==> src/rtl/dpram_arbiter_if.sv <==
// Requester-side bus of the dual-port vector RAM arbiter.
// The master drives requests; the slave returns grants and read data.
interface dpram_arbiter_if #(
   parameter int unsigned NUM_REQ     = 4,
   parameter int unsigned VECTOR_BITS = 64,
   parameter int unsigned ADDR_BITS   = 5
);
   logic [NUM_REQ-1:0]             req;
   logic [NUM_REQ-1:0]             we;
   logic [NUM_REQ*ADDR_BITS-1:0]   addr;
   logic [NUM_REQ*VECTOR_BITS-1:0] wdata;
   logic [NUM_REQ-1:0]             gnt;
   logic [NUM_REQ-1:0]             rvalid;
   logic [NUM_REQ*VECTOR_BITS-1:0] rdata;

   modport master (output req, we, addr, wdata, input gnt, rvalid, rdata);
   modport slave  (input req, we, addr, wdata, output gnt, rvalid, rdata);
endinterface

==> src/rtl/dpram_arbiter.sv <==
// Round-robin arbiter sharing one dual-port vector RAM between NUM_REQ requesters.
// Up to two non-conflicting accesses per cycle; read data returns one cycle after grant.
module dpram_arbiter #(
   parameter int unsigned NUM_REQ     = 4,
   parameter int unsigned VECTOR_BITS = 64,
   parameter int unsigned ADDR_BITS   = 5
) (
   input  logic                   clk,
   input  logic                   resetn,
   dpram_arbiter_if.slave         bus,
   output logic [ADDR_BITS-1:0]   address_a,
   output logic [ADDR_BITS-1:0]   address_b,
   output logic                   wren_a,
   output logic                   wren_b,
   output logic [VECTOR_BITS-1:0] data_a,
   output logic [VECTOR_BITS-1:0] data_b,
   input  logic [VECTOR_BITS-1:0] out_a,
   input  logic [VECTOR_BITS-1:0] out_b
);
   localparam int unsigned IDX_W = (NUM_REQ > 1) ? $clog2(NUM_REQ) : 1;

   logic [IDX_W-1:0] rr_ptr, rr_ptr_nxt;
   logic [IDX_W-1:0] win_a, win_b;
   logic             found_a, found_b;
   logic             own_a_vld, own_b_vld;
   logic [IDX_W-1:0] own_a_idx, own_b_idx;

   // Scan from rr_ptr; B must not touch A's address unless both are reads.
   always_comb begin
      int unsigned idx;
      idx     = 0;
      found_a = 1'b0;
      found_b = 1'b0;
      win_a   = '0;
      win_b   = '0;
      for (int unsigned k = 0; k < NUM_REQ; k++) begin
         idx = (32'(rr_ptr) + k) % NUM_REQ;
         if (resetn && bus.req[idx]) begin
            if (!found_a) begin
               found_a = 1'b1;
               win_a   = IDX_W'(idx);
            end else if (!found_b &&
                         !((bus.addr[idx*ADDR_BITS +: ADDR_BITS] ==
                            bus.addr[32'(win_a)*ADDR_BITS +: ADDR_BITS]) &&
                           (bus.we[idx] || bus.we[win_a]))) begin
               found_b = 1'b1;
               win_b   = IDX_W'(idx);
            end
         end
      end
   end

   // Winners drive RAM ports; idle ports stay at zero with write disabled.
   always_comb begin
      bus.gnt   = '0;
      address_a = '0;
      address_b = '0;
      wren_a    = 1'b0;
      wren_b    = 1'b0;
      data_a    = '0;
      data_b    = '0;
      if (found_a) begin
         bus.gnt[win_a] = 1'b1;
         address_a      = bus.addr[32'(win_a)*ADDR_BITS +: ADDR_BITS];
         wren_a         = bus.we[win_a];
         data_a         = bus.wdata[32'(win_a)*VECTOR_BITS +: VECTOR_BITS];
      end
      if (found_b) begin
         bus.gnt[win_b] = 1'b1;
         address_b      = bus.addr[32'(win_b)*ADDR_BITS +: ADDR_BITS];
         wren_b         = bus.we[win_b];
         data_b         = bus.wdata[32'(win_b)*VECTOR_BITS +: VECTOR_BITS];
      end
   end

   always_comb begin
      rr_ptr_nxt = rr_ptr;
      if (found_b)
         rr_ptr_nxt = IDX_W'((32'(win_b) + 1) % NUM_REQ);
      else if (found_a)
         rr_ptr_nxt = IDX_W'((32'(win_a) + 1) % NUM_REQ);
   end

   always_ff @(posedge clk or negedge resetn) begin
      if (!resetn) begin
         rr_ptr    <= '0;
         own_a_vld <= 1'b0;
         own_b_vld <= 1'b0;
         own_a_idx <= '0;
         own_b_idx <= '0;
      end else begin
         rr_ptr    <= rr_ptr_nxt;
         own_a_vld <= found_a && !wren_a;
         own_b_vld <= found_b && !wren_b;
         own_a_idx <= win_a;
         own_b_idx <= win_b;
      end
   end

   // Route the registered RAM outputs back to the requester that owns each port.
   always_comb begin
      bus.rvalid = '0;
      bus.rdata  = '0;
      if (own_a_vld) begin
         bus.rvalid[own_a_idx]                                = 1'b1;
         bus.rdata[32'(own_a_idx)*VECTOR_BITS +: VECTOR_BITS] = out_a;
      end
      if (own_b_vld) begin
         bus.rvalid[own_b_idx]                                = 1'b1;
         bus.rdata[32'(own_b_idx)*VECTOR_BITS +: VECTOR_BITS] = out_b;
      end
   end
endmodule

==> src/flat_wrapper.sv <==
// flat-port wrapper written by rule: the top's interface ports become plain ports
module dpram_arbiter_flat 
#(
   parameter int unsigned NUM_REQ     = 4,
   parameter int unsigned VECTOR_BITS = 64,
   parameter int unsigned ADDR_BITS   = 5
)
  (clk, resetn, address_a, address_b, wren_a, wren_b, data_a, data_b, out_a, out_b, bus_req, bus_we, bus_addr, bus_wdata, bus_gnt, bus_rvalid, bus_rdata);
  dpram_arbiter_if #(.NUM_REQ(NUM_REQ), .VECTOR_BITS(VECTOR_BITS), .ADDR_BITS(ADDR_BITS)) bus_i ();
  input  logic clk;
  input  logic resetn;
  output logic [ADDR_BITS-1:0] address_a;
  output logic [ADDR_BITS-1:0] address_b;
  output logic wren_a;
  output logic wren_b;
  output logic [VECTOR_BITS-1:0] data_a;
  output logic [VECTOR_BITS-1:0] data_b;
  input  logic [VECTOR_BITS-1:0] out_a;
  input  logic [VECTOR_BITS-1:0] out_b;
  input wire logic [$bits(bus_i.req)-1:0] bus_req;
  input wire logic [$bits(bus_i.we)-1:0] bus_we;
  input wire logic [$bits(bus_i.addr)-1:0] bus_addr;
  input wire logic [$bits(bus_i.wdata)-1:0] bus_wdata;
  output wire logic [$bits(bus_i.gnt)-1:0] bus_gnt;
  output wire logic [$bits(bus_i.rvalid)-1:0] bus_rvalid;
  output wire logic [$bits(bus_i.rdata)-1:0] bus_rdata;
  assign bus_i.req = bus_req;
  assign bus_i.we = bus_we;
  assign bus_i.addr = bus_addr;
  assign bus_i.wdata = bus_wdata;
  assign bus_gnt = bus_i.gnt;
  assign bus_rvalid = bus_i.rvalid;
  assign bus_rdata = bus_i.rdata;
  dpram_arbiter #(.NUM_REQ(NUM_REQ), .VECTOR_BITS(VECTOR_BITS), .ADDR_BITS(ADDR_BITS)) u_core (.clk(clk), .resetn(resetn), .bus(bus_i), .address_a(address_a), .address_b(address_b), .wren_a(wren_a), .wren_b(wren_b), .data_a(data_a), .data_b(data_b), .out_a(out_a), .out_b(out_b));
endmodule
==> config.mk <==
export PLATFORM = sky130hd
export DESIGN_NAME = dpram_arbiter_flat
export DESIGN_NICKNAME = d
export VERILOG_FILES = /design/src/rtl/dpram_arbiter_if.sv /design/src/rtl/dpram_arbiter.sv /design/src/flat_wrapper.sv
export SDC_FILE = /design/constraint.sdc
export NUM_CORES = 1
export LEC_CHECK = 0
export ABC_AREA = 1
export CORE_AREA = 5 5 313 315
export CTS_CLUSTER_DIAMETER = 30
export DETAILED_ROUTE_END_ITERATION = 10
export DIE_AREA = 0 0 318 320
export HOLD_SLACK_MARGIN = 0.1
export SKIP_CTS_REPAIR_TIMING = 1
export SLEW_MARGIN = 20
export SYNTH_ARGS = -nofsm -noshare
export SYNTH_HDL_FRONTEND = slang
export SYNTH_SLANG_ARGS = --single-unit
==> constraint.sdc <==
create_clock -name clk -period 3.8 [get_ports clk]
set_input_delay 0.38 -clock clk [delete_from_list [all_inputs] [get_ports clk]]
set_output_delay 0.38 -clock clk [all_outputs]
set_load 0.05 [all_outputs]
==> results.toml <==
[critical_path]
crit_slowest_cell = "dfrtp_2"
critical_path.top_delay_family = "simple AND/OR/NAND/NOR gates"
r2r_cells = 31
cp_num_buf_inv = 11
critPathMaxFanout = 8
cp_common_cell = "nand3_2"
cp-start-kind = "register"
end_kind = "output pin"
r2r_start = "u_core.rr_ptr[0]"
startpoint = "u_core.rr_ptr[0]"
r2r_end = "u_core.rr_ptr[1]"
cp.arrival_ns = 4.07
slowest_delay_ns = 0.46
critPathKind = "reg2out"
r2r_slack_ns = 0.05
crit_cells = 29
cp-endpoint = "data_b[55]"
cp.required_ns = 3.42

[logic_synthesis]
ys.flop_type = "dfrtp_1"
ys_warn_count = 0
yosys.area_share.simple = 0.4328
synth_adder_area_share = 0.01705
syn_avg_cell_area_um2 = 4.990
syn_nets = 2487
synth_top_cell_area_share = 0.2009
ys_ff_latch = 8
synth_top_area_cell = "o22ai_1"
ys_types = 39
synth_area_mm2 = 0.01027
synth_top_family_by_area = "simple AND/OR/NAND/NOR gates"
synth_xor_xnor_area_share = 0.002558
synthCells = 2059
synth_compound_area_frac = 0.3488
synthTopCellsByArea = "o22ai_1 (20%), nand2_1 (19%), nand3_1 (12%)"
synth.yosys.seq_area_share = 0.01949
synth_edf_count = 0
async_flop_share = 1.000
synthMuxAreaShare = 0

[timing]
finalHoldViolCount = 0
setup_violations = 82
finalCritPeriodShare = 1.172
period_needed_ns = 4.452
drv_slew = 0
max-slew-margin-rel = 0.3917
fin_ws_ns = -0.6518
worst_clock_skew_ns = 0.0006092
rsz0062_at_grt = "yes"
fmax_mhz = 224.6
tightest_slew_ns = 0.9125

[drt]
first_pass_iters = 5
vias_per_cell = 4.789
remaining_drc_errors = 0
num_vias = 20750
drt-initial-drc-count = 1815
wl_per_cell_um = 29.44
totalWireLength_mm = 127.6
ant_nets = 0

[power]
internal_power_mw = 15.90
comb_power_share = 0.989
p_leak_nw = 12.17
swShare = 0.5841
powerDensity_mw_per_mm2 = 1302
p_sw_mw = 22.33
ir_worst_vdd_v = 0.0006206
clkPwrFrac = 0.005
p_seq_frac = 0.006
finalPower_mw = 38.22

[global_route]
grt_util_met1 = 0.2529
busiest_layer = "met2"
grt_pass1_vias = 19170
use_met3 = 0.06532
grt_max_degree = 65
use_met2 = 0.3946
grt_pass1_wl_mm = 163.0
globalRouteTotalUtil = 0.2215
gr-total-overflow = 0
antenna_found_initial = 87

[final_layout]
layout-drive-gt1-share = 0.3991
layout.nets = 3471
stdcell_count = 4333
register_area_um2 = 207.7
fillers = 9919
syn_to_final_growth_pct = 185.8
multi_input_area_mm2 = 0.01061

[clocking]
clk_pin_slew_ns = 0.04
cts_tree = "done"
cts_buffers = 3
cts.sinks = 8
root_buffer = "clkbuf_16"
insertion_delay_ns = 0.23
clockBufferDepth = 2
htree_levels = 1

[run_status]
status = "finished, violations left"
violations = "negative setup slack"

[die]
die_area_mm2 = 0.1018
die_w_um = 318
start_util = 0.1086
die_y_um = 320
rows = 113
coreArea_mm2 = 0.09459
ios = 818

[flow_run]
maxCapViolations = 0

[placed_design]
place_congestion = 0.9418
pre_cts_slack_ns = -0.9202
dp_cells = 4219
port_buffers = 817
dp_hpwl_mm = 105.1

[min_path]
min_path_type = "in2async"
-- flip-flops by register name, indices dropped and copies added (netlist names) --
signal	count
u_core.own_a_vld	1
u_core.rr_ptr	2
u_core.own_a_idx	2
u_core.own_b_idx	2
u_core.own_b_vld	1
-- stage by stage --
| step | area, µm² | TNS [ns] | util | hold slack, ns |
|---|---|---|---|---|
| after floorplan | 11190 | -2.891 | - | 0.08441 |
| after global placement | 26360 | -83.39 | 0.2787 | 0.7900 |
| after detailed placement | 26360 | -82.26 | 0.2787 | 0.7955 |
| after CTS | 26440 | -85.50 | 0.2795 | 0.7258 |
| after global routing | 29330 | -56.65 | 0.3101 | 0.3795 |
| final | 29370 | -36.87 | 0.3105 | 0.3196 |
-- power groups by stage --
stage	sequential, mW	combinational, mW	clock [mW]
floorplan	0.163	16.8	0
global placement	0.227	32.9	0
detailed placement	0.226	33.0	0
CTS	0.225	33.0	0.187
global route	0.235	39.0	0.191
finish	0.221	37.8	0.182
-- synth_stat cells (3+ instances only) --
| cell | instances |
|---|---|
| or2_1 | 7 |
| a211oi_1 | 21 |
| buf_1 | 6 |
| a21oi_1 | 9 |
| inv_2 | 4 |
| nor2_1 | 143 |
| nand3b_1 | 53 |
| ha_1 | 14 |
| nand4_1 | 10 |
| o21a_1 | 3 |
| o21ai_0 | 144 |
| inv_1 | 258 |
| a221oi_1 | 4 |
| o221ai_1 | 43 |
| buf_6 | 10 |
| nand3_1 | 245 |
| o22ai_1 | 330 |
| dfrtp_1 | 8 |
| clkbuf_2 | 3 |
| o21ai_1 | 10 |
| nand2_4 | 4 |
| buf_2 | 44 |
| buf_4 | 5 |
| or2_2 | 7 |
| clkbuf_1 | 119 |
| nand2_2 | 11 |
| a2111oi_0 | 6 |
| a22o_1 | 3 |
| nand2_1 | 519 |
| nor2_2 | 4 |
-- layout make-up --
type | instances | area share
Timing Repair Buffer | 1165 | 0.5375
Multi-Input combinational cell | 1602 | 0.3613
Tap cell | 1265 | 0.05390
Inverter | 263 | 0.03532
Sequential cell | 8 | 0.007073
Clock buffer | 4 | 0.002684
Antenna cell | 26 | 0.002216
-- worst min path at each step --
stage	startpoint	end	slack, ns
6_report	resetn	u_core.own_a_vld	0.32
5_1_grt	resetn	u_core.own_b_idx[0]	0.38
4_1_cts	resetn	u_core.own_a_vld	0.73
3_5_place_dp	u_core.rr_ptr[1]	u_core.rr_ptr[1]	0.80
3_3_place_gp	u_core.rr_ptr[1]	u_core.rr_ptr[1]	0.79
2_1_floorplan	resetn	u_core.own_a_idx[0]	0.08
-- worst reg2reg max path: cells and delay by family (launching register included) --
kind | cells | cell delay, ns
buf+inv | 10 | 1.33
flops | 1 | 0.46
simple gates | 21 | 1.83
-- layout by cell type (no fill, tap or decap), drive strengths merged, types with 3 or more instances in the layout --
master,instances
nand2,535
nand4,10
or2,14
o21a,3
a211oi,21
a22o,3
ha,14
o221ai,43
a21oi,9
o22ai,330
dlymetal6s2s,5
nand3,248
o21ai,155
nand3b,53
clkdlybuf4s50,411
a2111oi,6
clkbuf,24
diode,26
buf,729
a221oi,4
dfrtp,8
inv,260
nor2,148
-- layer usage --
layer  vias up  wire length [µm]
li1       9170                 -
met5         -               377
met2      1342             62720
met4        62              6527
met3       322             10890
met1      9853             47040
-- cell families (layout without fill, tap and decap cells) --
| logic type | count (synthesis) | after routing |
|---|---|---|
| AO/OA/AOI/OAI | 577 | 577 |
| other | 0 | 26 |
| adder cells (fa/ha/maj) | 14 | 14 |
| buffers and inverters | 450 | 1432 |
| XOR/XNOR | 3 | 3 |
| AND/OR/NAND/NOR | 1007 | 1008 |
| flip-flops | 8 | 8 |
Power figures use the tool's default switching activity.
